## src/rtl/imem_loader_if.sv

```systemverilog
// Byte-stream, instruction-memory write port and status bundle of the program loader.
// The master side feeds the stream; the slave side (the loader) writes memory and reports status.
interface imem_loader_if #(
  parameter int ADDR_W = 8
);
  logic              start;
  logic              rx_valid;
  logic [7:0]        rx_data;
  logic              rx_ready;
  logic              imem_we;
  logic [ADDR_W-1:0] imem_addr;
  logic [31:0]       imem_wdata;
  logic              core_rst;
  logic              busy;
  logic              done;
  logic              err;

  modport master (
    output start, rx_valid, rx_data,
    input  rx_ready, imem_we, imem_addr, imem_wdata, core_rst, busy, done, err
  );

  modport slave (
    input  start, rx_valid, rx_data,
    output rx_ready, imem_we, imem_addr, imem_wdata, core_rst, busy, done, err
  );
endinterface

```

## src/rtl/imem_loader.sv

```systemverilog
// Loads a length-prefixed little-endian word stream into instruction memory while
// holding the core in reset until a load completes successfully.
module imem_loader #(
  parameter int ADDR_W = 8
) (
  input logic         clk,
  input logic         rst,
  imem_loader_if.slave bus
);

  localparam int DEPTH = 2 ** ADDR_W;
  localparam int IDX_W = ADDR_W + 1;

  typedef enum logic [2:0] {
    IDLE,
    LEN0,
    LEN1,
    DATA,
    WRITE,
    DONE,
    ERR
  } state_t;

  state_t           r_state;
  state_t           w_next;
  logic [15:0]      r_len;
  logic [IDX_W-1:0] r_idx;
  logic [1:0]       r_cnt;
  logic [31:0]      r_word;

  logic             w_rx_ready;
  logic             w_we;
  logic             w_busy;
  logic             w_done;
  logic             w_err;
  logic             w_core_rst;
  logic             w_accept;
  logic             w_start_load;
  logic [15:0]      w_len_full;
  logic [IDX_W-1:0] w_idx_inc;

  assign w_accept     = bus.rx_valid && w_rx_ready;
  assign w_start_load = bus.start && (r_state == IDLE || r_state == DONE || r_state == ERR);
  assign w_len_full   = {bus.rx_data, r_len[7:0]};
  assign w_idx_inc    = r_idx + IDX_W'(1);

  // NOTE: sequential state uses non-blocking assignments so every register samples pre-edge values.
  always_ff @(posedge clk or posedge rst) begin
    if (rst) r_state <= IDLE;
    else     r_state <= w_next;
  end

  // NOTE: every output of this block gets a default first, so no path can infer a latch.
  always_comb begin
    w_next     = r_state;
    w_rx_ready = 1'b0;
    w_we       = 1'b0;
    w_busy     = 1'b0;
    w_done     = 1'b0;
    w_err      = 1'b0;
    w_core_rst = 1'b1;
    unique case (r_state)
      IDLE: if (bus.start) w_next = LEN0;
      LEN0: begin
        w_rx_ready = 1'b1;
        w_busy     = 1'b1;
        if (w_accept) w_next = LEN1;
      end
      LEN1: begin
        w_rx_ready = 1'b1;
        w_busy     = 1'b1;
        if (w_accept) begin
          if (w_len_full == 16'd0)                   w_next = DONE;
          else if ({16'd0, w_len_full} > 32'(DEPTH)) w_next = ERR;
          else                                       w_next = DATA;
        end
      end
      DATA: begin
        w_rx_ready = 1'b1;
        w_busy     = 1'b1;
        if (w_accept && r_cnt == 2'd3) w_next = WRITE;
      end
      WRITE: begin
        w_we   = 1'b1;
        w_busy = 1'b1;
        if (32'(w_idx_inc) == {16'd0, r_len}) w_next = DONE;
        else                                  w_next = DATA;
      end
      DONE: begin
        w_done     = 1'b1;
        w_core_rst = 1'b0;
        if (bus.start) w_next = LEN0;
      end
      ERR: begin
        w_err = 1'b1;
        if (bus.start) w_next = LEN0;
      end
      default: w_next = IDLE;
    endcase
  end

  // Datapath: length capture, little-endian word assembly and word index.
  always_ff @(posedge clk or posedge rst) begin
    if (rst) begin
      r_len  <= '0;
      r_idx  <= '0;
      r_cnt  <= '0;
      r_word <= '0;
    end else if (w_start_load) begin
      r_idx <= '0;
      r_cnt <= '0;
    end else begin
      unique case (r_state)
        LEN0: if (w_accept) r_len[7:0]  <= bus.rx_data;
        LEN1: if (w_accept) r_len[15:8] <= bus.rx_data;
        DATA: if (w_accept) begin
          r_word <= {bus.rx_data, r_word[31:8]};
          r_cnt  <= r_cnt + 2'd1;
        end
        WRITE:   r_idx <= w_idx_inc;
        default: ;
      endcase
    end
  end

  assign bus.rx_ready   = w_rx_ready;
  assign bus.imem_we    = w_we;
  assign bus.imem_addr  = r_idx[ADDR_W-1:0];
  assign bus.imem_wdata = r_word;
  assign bus.busy       = w_busy;
  assign bus.done       = w_done;
  assign bus.err        = w_err;
  assign bus.core_rst   = w_core_rst;

endmodule

```

## src/flat_wrapper.sv

```systemverilog
// flat-port wrapper written by rule: the top's interface ports become plain ports
module imem_loader_flat 
#(
  parameter int ADDR_W = 8
)
  (clk, rst, bus_start, bus_rx_valid, bus_rx_data, bus_rx_ready, bus_imem_we, bus_imem_addr, bus_imem_wdata, bus_core_rst, bus_busy, bus_done, bus_err);
  imem_loader_if #(.ADDR_W(ADDR_W)) bus_i ();
  input logic clk;
  input logic rst;
  input wire logic [$bits(bus_i.start)-1:0] bus_start;
  input wire logic [$bits(bus_i.rx_valid)-1:0] bus_rx_valid;
  input wire logic [$bits(bus_i.rx_data)-1:0] bus_rx_data;
  output wire logic [$bits(bus_i.rx_ready)-1:0] bus_rx_ready;
  output wire logic [$bits(bus_i.imem_we)-1:0] bus_imem_we;
  output wire logic [$bits(bus_i.imem_addr)-1:0] bus_imem_addr;
  output wire logic [$bits(bus_i.imem_wdata)-1:0] bus_imem_wdata;
  output wire logic [$bits(bus_i.core_rst)-1:0] bus_core_rst;
  output wire logic [$bits(bus_i.busy)-1:0] bus_busy;
  output wire logic [$bits(bus_i.done)-1:0] bus_done;
  output wire logic [$bits(bus_i.err)-1:0] bus_err;
  assign bus_i.start = bus_start;
  assign bus_i.rx_valid = bus_rx_valid;
  assign bus_i.rx_data = bus_rx_data;
  assign bus_rx_ready = bus_i.rx_ready;
  assign bus_imem_we = bus_i.imem_we;
  assign bus_imem_addr = bus_i.imem_addr;
  assign bus_imem_wdata = bus_i.imem_wdata;
  assign bus_core_rst = bus_i.core_rst;
  assign bus_busy = bus_i.busy;
  assign bus_done = bus_i.done;
  assign bus_err = bus_i.err;
  imem_loader #(.ADDR_W(ADDR_W)) u_core (.clk(clk), .rst(rst), .bus(bus_i));
endmodule
```

## config.mk

```make
export PLATFORM = sky130hd
export DESIGN_NAME = imem_loader_flat
export DESIGN_NICKNAME = d
export VERILOG_FILES = /design/src/rtl/imem_loader_if.sv /design/src/rtl/imem_loader.sv /design/src/flat_wrapper.sv
export SDC_FILE = /design/constraint.sdc
export NUM_CORES = 1
export LEC_CHECK = 0
export BUFFER_PORTS_ARGS = -buffer_cell sky130_fd_sc_hd__buf_2
export CAP_MARGIN = 5
export CORE_UTILIZATION = 45
export DETAILED_ROUTE_END_ITERATION = 10
export PLACE_DENSITY = 0.79
export REMOVE_ABC_BUFFERS = 1
export SLEW_MARGIN = 10
export SYNTH_ARGS = -nofsm -noshare
export SYNTH_HDL_FRONTEND = slang
export SYNTH_SLANG_ARGS = --single-unit
```

## constraint.sdc

```tcl
create_clock -name clk -period 4.7 [get_ports clk]
set_input_delay 0.47 -clock clk [delete_from_list [all_inputs] [get_ports clk]]
set_output_delay 0.47 -clock clk [all_outputs]
set_load 0.05 [all_outputs]
```

Yosys cells after proc, flatten, opt, wreduce, memory -nomap -nowiden:

Cells that the tools add are included.

* bits in registers: 62
* input bits: 12
* logic and storage cells: 59

* $add $sub $neg: 2
* $lt $le $gt $ge: 1
* eq/ne operators: 12
* multiplexer cells: 19
* bitwise logic cells: 1
* reductions and logical operators: 18

Operators by type and width (count)
* two-way mux 3 bit: 7
* two-way mux 9 bit: 2
* equality test 9 x 16 -> 1 bit: 1
* > comparator 16 x 9 -> 1 bit (second input constant): 1
* logical NOT 16 bit: 1
* one-hot mux 3 bit (5 select lines): 1
* adder 9 x 1 -> 9 bit (second input constant): 1
* equality test 3 bit (second input constant): 3
* AND reduction 3 bit: 3
* inequality test 2 x 1 -> 1 bit (second input constant): 4
* equality test 3 x 2 -> 1 bit (second input constant): 2
* two-way mux 1 bit: 6
* two-way mux 2 bit: 3
* nonzero test 2 bit: 3
* OR reduction 3 bit: 2
* AND reduction 4 bit: 1
* OR reduction 4 bit: 1
* equality test 3 x 1 -> 1 bit (second input constant): 1
* logical AND 1 bit: 3
* logical NOT 3 bit: 1
* adder 2 x 1 -> 2 bit (second input constant): 1
* equality test 2 bit (second input constant): 1
* logical OR 1 bit: 2
* AND reduction 2 bit: 1
* inverter 1 bit: 1

Longest topological paths before layout:

Gate-level depths: netlist (run 1).

* word-level depth: 7
* gate-level depth with buffers: 8
* depth with buffers taken out: 7

Worst setup path after synthesis (run 1):

No wires, ideal clock.

* kind: register -> output
* from: register u_core.r_state[2]
* to: output bus_err
* arrival: 1806 ps
* data required time: 4230 ps
* path slack: 2424 ps
* cell stages (with the launch flop): 3
* buffers on the path: 1
* cells stage by stage: dfrtp_1 -> clkbuf_1 -> nor3b_1

* longest elaborated chain between the ends: 2

Ends and longest elaborated chain
* start, declared: RTL line imem_loader.sv:24 `state_t r_state;`
* start signal, assigned: RTL line imem_loader.sv:50 `else r_state <= w_next;`
* equality test 3 bit: RTL line imem_loader.sv:62 `unique case (r_state)`
* two-way mux 1 bit: RTL line imem_loader.sv:62
* end, declared: RTL line flat_wrapper.sv:20 `output wire logic [$bits(bus_i.err)-1:0] bus_err;`

Every way passes these cells.

Worst setup path in the final report (run 1):

* from: register u_core.r_idx[0]
* to: register u_core.r_state[2]

* longest elaborated chain between the ends: 4

Ends and longest elaborated chain
* start, declared: RTL line imem_loader.sv:27 `logic [IDX_W-1:0] r_idx;`
* start signal, assigned: RTL line imem_loader.sv:120 `WRITE: r_idx <= w_idx_inc;`
* adder 9 x 1 -> 9 bit: RTL line imem_loader.sv:45 `assign w_idx_inc = r_idx + IDX_W'(1);`
* equality test 9 x 16 -> 1 bit: RTL line imem_loader.sv:86 `if (32'(w_idx_inc) == {16'd0, r_len}) w_next = DONE;`
* two-way mux 3 bit: RTL line imem_loader.sv:86
* one-hot mux 3 bit (5 select lines): RTL line imem_loader.sv:62

Every way passes these cells.
A chain may end at the register's enable or synchronous reset.

==> results of run 1 <==
==> registers in the layout (all words and copies together), names as in the netlist <==
signal,cells
u_core.r_cnt,2
u_core.r_len,16
u_core.r_state,3
u_core.bus.imem_wdata,32
u_core.r_idx,9
==> synth_stat cells (all sizes together) (5+ instances only) <==
master / number / share of area (%)
dfrtp: 62 / 52
o21ai: 7 / 1.2
buf: 11 / 2.7
nand2: 13 / 1.6
nor3: 6 / 1.0
nor4: 5 / 1.0
mux2: 47 / 18
nand3: 5 / 1.0
a21oi: 5 / 0.84
nor2: 20 / 2.5
xnor2: 16 / 4.7
xor2: 6 / 1.8
inv: 9 / 1.1
clkbuf: 8 / 1.7
==> cell families after synthesis <==
logic type | synth area share (%)
muxes | 17.7
adders and majority gates | 0.837
AOI/OAI and AO/OA | 6.53
xor gates and xnor gates | 6.44
and+or+nand+nor | 11.1
buffers and inverters | 5.52
DFF | 51.9
==> cell type report <==
class	instances	area (um2)
Clock buffer	12	155
Clock inverter	3	20.0
Fill cell	566	2950
Inverter	9	33.8
Multi-Input combinational cell	165	1280
Sequential cell	62	1550
Tap cell	77	96.3
Timing Repair Buffer	58	293
==> worst max-delay path: stages, from the launching register on <==
cell and delay [ns]:
dfrtp_1 0.50, ha_1 0.43, nand4_1 0.23, xnor2_1 0.20, and4_1 0.20, a311oi_1 0.05, or4_1 0.53, a31oi_1 0.17
==> routing by layer <==
metal  part of all wire [%]  up-vias  GRT usage (%)
li1                       -      994              -
met1                     43     1006           22.2
met2                     50       38           29.4
met3                    4.6       11           6.03
met4                    1.8        0           7.55
met5                      0        -              0
==> worst paths after layout <==
check | to | from
max in group asynchronous | u_core.r_idx[1]$_DFFE_PP0P_ | rst
worst max register to register | u_core.r_state[2]$_DFFE_PP0P_ | u_core.r_idx[0]$_DFFE_PP0P_
min in group clk | u_core.r_len[3]$_DFFE_PP0P_ | bus_rx_data[3]
worst min-delay path | u_core.bus.imem_wdata[5]$_DFFE_PP0P_ | rst
worst min register to register | u_core.bus.imem_wdata[4]$_DFFE_PP0P_ | u_core.bus.imem_wdata[4]$_DFFE_PP0P_
worst max-delay path | u_core.r_state[2]$_DFFE_PP0P_ | u_core.r_idx[0]$_DFFE_PP0P_
==> through the flow <==
stage,std cells,hold WS [ns],cell area (um2),utilization [%]
floorplan,236,0.472,2860,-
global placement,371,0.482,3250,50.9
detailed placement,371,0.491,3250,50.9
CTS,386,0.372,3430,53.7
global route,386,0.405,3430,53.8
finish,386,0.350,3430,53.8
==> power groups by stage <==
stage / Clock (mW) / Combinational, mW / Sequential [mW]
global route: 0.449 / 1.37 / 1.01
finish: 0.409 / 1.29 / 0.963
CTS: 0.423 / 1.30 / 0.966
global placement: 0 / 1.26 / 0.958
floorplan: 0 / 0.543 / 1.42
detailed placement: 0 / 1.29 / 0.973
==> summary.txt, run 1 <==
Status
  – Outcome: finished clean

Synthesis
  – Seq cells post-synth: 62
  – Syn Area/Cell: 11.7 um2
  – Synth Cell Area: 2990 um2
  – Post-synth EDFFs: 0
  – Synth Flop Type: dfrtp_1
  – Synth Warn #: 0
  – Async SR Flop Fraction: 100%
  – Register area share after synthesis: 51.9%
  – Cells after Synth: 255
  – Distinct cells, synth: 45

Finish
  – Most common cell after layout, fill and taps aside: dfrtp_1
  – Layout cells sized above 1: 40.5%
  – Diodes inserted: 0
  – Nets: 319
  – Most frequent cells in the layout: dfrtp_1, buf_2, mux2_2, nor2_1, xnor2_1
  – Layout area overhead: 14.8%

Global routing
  – Total GRT Usage: 18.1%
  – First-pass GRT wire length: 9.92 mm
  – Initial antenna violation count: 0
  – Vias in the first global route: 2053
  – Total gr overflow: 0
  – Largest net degree at the start of global routing: 63

Routing
  – Drt initial violations: 85
  – Post-route DRC violation count: 0
  – Vias per cell: 5.31
  – Final wirelength: 5.61 mm
  – Vias post-DR: 2049
  – Routed Antenna Nets: 0
  – DRT Pass-1 Iters: 4
  – DR WL/cell: 14.5 um

STA
  – Clock period minus worst slack: 2.39 ns
  – Post-route setup TNS: 0 ns
  – Final Hold Fails: 0
  – Endpoints failing setup: 0
  – RSZ-0062 raised after global routing: false
  – Final Max Tran Viols: 0
  – Worst Skew: 0.00686 ns
  – Relative max-transition margin: 33.3%
  – Worst setup margin: 2.31 ns
  – Least-Margin Pin Slew: 1.00 ns
  – Fmax: 418 MHz
  – Final period utilization: 51.0%

Die
  – Starting Density: 46.8%
  – Die area: 6980 um2
  – I/O Pins: 58
  – Die X: 83.5 um
  – Num rows: 29
  – Die Ht: 83.5 um
  – Core area: 6390 um2

Clock tree
  – TritonCTS clock tree: done
  – H-tree levels: 3
  – Clk buf depth: 2
  – CTS sink count: 62
  – CTS Buf Count: 9
  – Post-CTS Resized: 0
  – Root buffer cell: clkbuf_8
  – Clk slew on worst S/H paths: 0.07 ns
  – Number of setup buffers added after CTS: 0
  – Clock latency on the worst-skew pair: 0.33 ns
  – Hold buffers post-CTS: 0

Setup path
  – Worst setup path category: reg -> reg
  – FF-to-FF setup slack: 2.31 ns
  – Peak fanout along the critical path: 10
  – CP Capture Type: register
  – R2R cell count: 7
  – CP startpoint kind: register
  – Arr. time, crit path: 2.65 ns
  – Worst Path Required: 4.95 ns

Power
  – Max rail drop VDD: 411 uV
  – Sw Share: 47.3%
  – Clock share of power: 15.4%
  – PD cells: 774 nW/um2
  – Pwr Total: 2.66 mW
  – Register share of total power: 36.3%
  – Psw: 1.26 mW
  – Leak Pwr: 1.60 nW
  – Combinational Power Share: 48.4%
  – P_int: 1.40 mW

Placed design
  – PortBufs: 57
  – Setup WS pre-CTS: 2.32 ns
  – DP HPWL: 4.02 mm
  – Final GP Congestion: 0.818

Run
  – Max Cap Viol: 0

Min path
  – HP Class: in -> async
No activity file was read; power rests on OpenSTA's default activity.
==> run 2: changes to the inputs <==
PLACE_DENSITY = 0.82   (was 0.79)
clock period = 2.15 ns   (was 4.7 ns; I/O delays follow)
==> run 2 against run 1 <==
Effect of this change:
- worst hold slack worse by 0.20 ns
- final area is 6.8% higher
- routed wire length is 6.4% higher
- combinational power is 140% higher
- first-iteration DRC count is 14% higher
- global-route usage is 0.38 points higher
- flip-flop and latch count stayed put
- register-to-register slack worse by 2.2 ns
- die area stayed put
- power is 140% higher
- largest cell class unchanged
- largest power group unchanged
==> summary.txt, run 2 (synthesis results as in run 1) <==
Finish
  – Core Util, Final: 57.4%
  – Diodes inserted: 0
  – Area of the multi-input gates: 1300 um2
  – Max reg flops: 32
  – Most frequent cells in the layout: dfrtp_1, buf_2, mux2_2, nor2_1, xnor2_1
  – Register area: 1560 um2
  – Most common cell after layout, fill and taps aside: dfrtp_1
  – Non-Filler Instances: 404
  – Layout area overhead: 22.6%
  – Post-route cell area: 3670 um2
  – Fillers: 535
  – Layout cells sized above 1: 45.6%
  – Nets: 336

Die
  – Starting Density: 46.8%
  – Die area: 6980 um2
  – I/O Pins: 58
  – Num rows: 29
  – Die Ht: 83.5 um
  – Die X: 83.5 um
  – Core area: 6390 um2

Setup path
  – Peak fanout along the critical path: 5
  – CP startpoint kind: register
  – Worst setup path category: reg -> reg
  – FF-to-FF End: u_core.r_state[2]$_DFFE_PP0P_
  – CP Capture Type: register
  – R2R cell count: 6
  – Setup crit start: u_core.r_idx[3]$_DFFE_PP0P_
  – FF-to-FF setup slack: 0.08 ns
  – R2r startpoint: u_core.r_idx[3]$_DFFE_PP0P_
  – Arr. time, crit path: 2.33 ns
  – Worst Path Required: 2.41 ns

Min path
  – Hold Path Stages: 2
  – Hold path start: bus_rx_data[5]
  – HP Class: in -> reg
  – Endpoint, Worst Hold: u_core.bus.imem_wdata[29]$_DFFE_PP0P_

Power
  – Max rail drop VDD: 1030 uV
  – Leak Pwr: 1.72 nW
  – Pwr Total: 6.25 mW
  – PD cells: 1700 nW/um2

Placed design
  – Placed Instance Area: 3400 um2
  – Final GP Congestion: 0.857
  – DP HPWL: 4.25 mm
  – Post-placement cell count: 387
  – Setup WS pre-CTS: 0.000802 ns
  – PortBufs: 57

STA
  – Hold WS: 0.151 ns
  – Relative max-transition margin: 66.3%
  – Least-Margin Pin Slew: 0.499 ns
  – Worst Skew: 0.00713 ns
  – Worst setup margin: 0.0777 ns
  – Clock period minus worst slack: 2.07 ns
  – Endpoints failing setup: 0
  – RSZ-0062 raised after global routing: true
  – Final Max Tran Viols: 0
  – Fmax: 483 MHz
  – Final Hold Fails: 0
  – Final period utilization: 96.4%
  – Post-route setup TNS: 0 ns

Global routing
  – Largest net degree at the start of global routing: 63
  – First-pass GRT wire length: 10.1 mm
  – Vias in the first global route: 2156
  – Total gr overflow: 0
  – Total GRT Usage: 18.5%
  – Initial antenna violation count: 0

Run
  – Max Cap Viol: 0

Routing
  – Vias post-DR: 2171
  – Routed Antenna Nets: 0
  – DR WL/cell: 14.8 um
  – Final wirelength: 5.97 mm
  – DRT Pass-1 Iters: 4
  – Vias per cell: 5.37
  – Drt initial violations: 97
  – Post-route DRC violation count: 0

Clock tree
  – Number of setup buffers added after CTS: 0
  – TritonCTS clock tree: done
  – Clk slew on worst S/H paths: 0.07 ns
  – H-tree levels: 3
  – CTS sink count: 62
  – Clk buf depth: 2
  – CTS Buf Count: 9
  – Clock latency on the worst-skew pair: 0.34 ns
  – Root buffer cell: clkbuf_8

Status
  – Outcome: finished clean
run 2: cell types whose count changed in the layout (fill, tap and decap cells not counted), moves of 2 or more:
cell and delta:
dfrtp_1 -3, dfrtp_2 +3, nand2_2 +2, clkinv_4 +2, bufinv_16 +2, nand2_1 -2
buf_12 +2, buf_4 +14
run 2: critical path: stages (launching register included):
cell and delay [ns]:
dfrtp_1 0.42, nand3_2 0.11, o21a_1 0.19, or4b_1 0.50, a21o_1 0.20, or4_1 0.39
a31oi_1 0.18
run 2: area by class of cell:
cell class / count / share of cell area [%]
repair buffers: 75 / 12.2
clock inverters: 6 / 2.56
multi-input cells: 165 / 35.5
inverters: 9 / 0.921
flip-flops and latches: 62 / 42.4
clock buffers: 10 / 3.75
well taps: 77 / 2.63
run 2: per-layer routing:
layer / track usage [%] / routed length (um) / part of all wire [%] / up-vias
met5: 0 / 0 / 0 / -
met4: 8.94 / 125 / 2.1 / 0
met3: 3.76 / 232 / 3.9 / 12
met2: 30.8 / 3090 / 52 / 58
met1: 23.1 / 2530 / 42 / 1073
li1: - / - / - / 1028
run 2: power breakdown:
group          leakage [nW]  switching, mW  internal [mW]  total [mW]
Clock                 0.113          0.474          0.691        1.17
Sequential            0.777          0.363           1.68        2.04
Combinational         0.828           2.02           1.03        3.05
Total                  1.72           2.85           3.40        6.25
run 2: what timing repair did:
action	CTS	global route
setup endpoints to repair	1	3
endpoints found under the hold margin	62	0
gates resized for setup	1	8
hold buffers	1	0
run 2: worst max path at each step:
stage	slack, ns	to	depth (start not counted)
after floorplan	-0.34	u_core.r_state[2]$_DFFE_PP0P_	7
after global routing	-0.03	u_core.r_state[2]$_DFFE_PP0P_	6
after CTS	0.04	u_core.r_state[2]$_DFFE_PP0P_	6
final	0.08	u_core.r_state[2]$_DFFE_PP0P_	6
after detailed placement	0.0008	u_core.r_state[2]$_DFFE_PP0P_	7
after global placement	0.09	u_core.r_state[2]$_DFFE_PP0P_	7
==> run 3: changes to the inputs <==
CTS_BUF_LIST = sky130_fd_sc_hd__clkbuf_16   (was unset)
==> run 3 against run 2 <==
Effect of this change:
- power increased by 6.6%
- worst hold slack improved by 0.017 ns
- register-to-register slack about the same
- combinational power increased by 1%
- flip-flop and latch count unchanged
==> summary.txt, run 3 (synthesis results as in run 1) <==
Die
  – Die X: 83.5 um
  – Starting Density: 46.8%
  – Die Ht: 83.5 um
  – Die area: 6980 um2
  – Num rows: 29
  – Core area: 6390 um2
  – I/O Pins: 58

Finish
  – Layout cells sized above 1: 45.6%
  – Diodes inserted: 0
  – Max reg flops: 32
  – Most frequent cells in the layout: dfrtp_1, buf_2, mux2_2, nor2_1, buf_4
  – Most common cell after layout, fill and taps aside: dfrtp_1
  – Fillers: 525
  – Post-route cell area: 3770 um2
  – Layout area overhead: 26.2%
  – Nets: 338

Routing
  – Post-route DRC violation count: 0
  – Vias per cell: 5.36
  – DR WL/cell: 15.2 um
  – Routed Antenna Nets: 0
  – Final wirelength: 6.16 mm
  – DRT Pass-1 Iters: 4
  – Drt initial violations: 105
  – Vias post-DR: 2177

Setup path
  – Worst setup path category: reg -> reg
  – FF-to-FF setup slack: 0.08 ns
  – Arr. time, crit path: 2.32 ns
  – Worst Path Required: 2.39 ns
  – CP Capture Type: register
  – CP Cell Sequence: nand3_2 -> o21a_1 -> or4b_1 -> a21o_1 -> or4_1 -> a31oi_1
  – CP startpoint kind: register
  – Slowest CP cell: or4b_1
  – Slowest stage delay, CP: 0.50 ns
  – Peak fanout along the critical path: 5

Clock tree
  – CTS Buf Count: 9
  – Clk buf depth: 2
  – Clk slew on worst S/H paths: 0.05 ns
  – CTS sink count: 62
  – Clock latency on the worst-skew pair: 0.33 ns
  – Root buffer cell: clkbuf_16
  – H-tree levels: 3
  – TritonCTS clock tree: done

Power
  – PD cells: 1770 nW/um2
  – Max rail drop VDD: 1080 uV
  – Leak Pwr: 1.77 nW
  – Pwr Total: 6.67 mW

Global routing
  – First-pass GRT wire length: 10.3 mm
  – Total gr overflow: 0
  – Largest net degree at the start of global routing: 63
  – Vias in the first global route: 2189
  – Initial antenna violation count: 0
  – Total GRT Usage: 18.9%

Status
  – Outcome: finished clean

Min path
  – HP Class: in -> reg

Placed design
  – Final GP Congestion: 0.857
  – DP HPWL: 4.25 mm
  – PortBufs: 57
  – Placed Instance Area: 3400 um2

STA
  – Fmax: 482 MHz
  – Final Max Tran Viols: 0
  – Final Hold Fails: 0
  – Endpoints failing setup: 0
  – Clock period minus worst slack: 2.07 ns
  – Hold WS: 0.168 ns
  – Least-Margin Pin Slew: 0.466 ns
  – Relative max-transition margin: 68.5%
  – Final period utilization: 96.5%
  – RSZ-0062 raised after global routing: true
  – Worst Skew: 0.00399 ns

Run
  – Max Cap Viol: 0
==> run 3: critical path, delay by kind of cell, from the launching register on <==
kind,cells,cell delay [ns]
AND/OR/NAND/NOR,3,1.00
AO/OA/AOI/OAI,3,0.57
flip-flops,1,0.41
==> run 3: cell type report <==
class,instances,area (um2),share of cell area (%)
multi-input combinational,165,1300,34.5
inverter,9,33.8,0.895
clock inverter,7,97.6,2.59
clock buffer,9,225,5.97
sequential,62,1560,41.2
tap,77,96.3,2.55
timing repair buffer,77,463,12.3
==> run 3: path summary, 6_finish.rpt <==
path                       cells past startpoint                            startpoint                                   end
setup / recovery                               6           u_core.r_idx[3]$_DFFE_PP0P_         u_core.r_state[2]$_DFFE_PP0P_
hold / removal                                 3                        bus_rx_data[7]           u_core.r_len[7]$_DFFE_PP0P_
setup reg to reg                               6           u_core.r_idx[3]$_DFFE_PP0P_         u_core.r_state[2]$_DFFE_PP0P_
hold reg to reg                                1  u_core.bus.imem_wdata[1]$_DFFE_PP0P_  u_core.bus.imem_wdata[1]$_DFFE_PP0P_
max in group asynchronous                      4                                   rst           u_core.r_idx[0]$_DFFE_PP0P_
min in group asynchronous                      4                                   rst  u_core.bus.imem_wdata[4]$_DFFE_PP0P_
==> run 3: where the power goes <==
group          leakage [nW]  total, mW  switching (mW)  internal [mW]
Combinational         0.839       3.09            2.04           1.05
Clock                 0.154       1.54           0.522           1.02
Sequential            0.777       2.04           0.361           1.68
Total                  1.77       6.67            2.92           3.75
==> run 3: metal layers <==
layer / global-route usage, % / up-vias / part of all wire [%]
li1: - / 1040 / -
met1: 23.6 / 1076 / 43
met2: 31.2 / 51 / 51
met3: 3.86 / 10 / 3.5
met4: 9.71 / 0 / 2.0
met5: 0 / - / 0
==> run 3: metrics by stage <==
step	instances	setup TNS (ns)	util, %	setup WS (ns)
floorplan	236	-3.96	-	-0.342
detailed placement	387	0	53.2	0.000802
CTS	404	0	58.5	0.0382
global placement	387	0	53.2	0.0851
global route	406	-0.0293	59.1	-0.0293
finish	406	0	59.1	0.0758
==> run 3: timing repair <==
item / in CTS / in global routing
endpoints found under the setup margin: 1 / 3
setup buffers: 0 / 2
endpoints found under the hold margin: 62 / 0
hold buffers: 1 / 0
resized for setup: 1 / 7
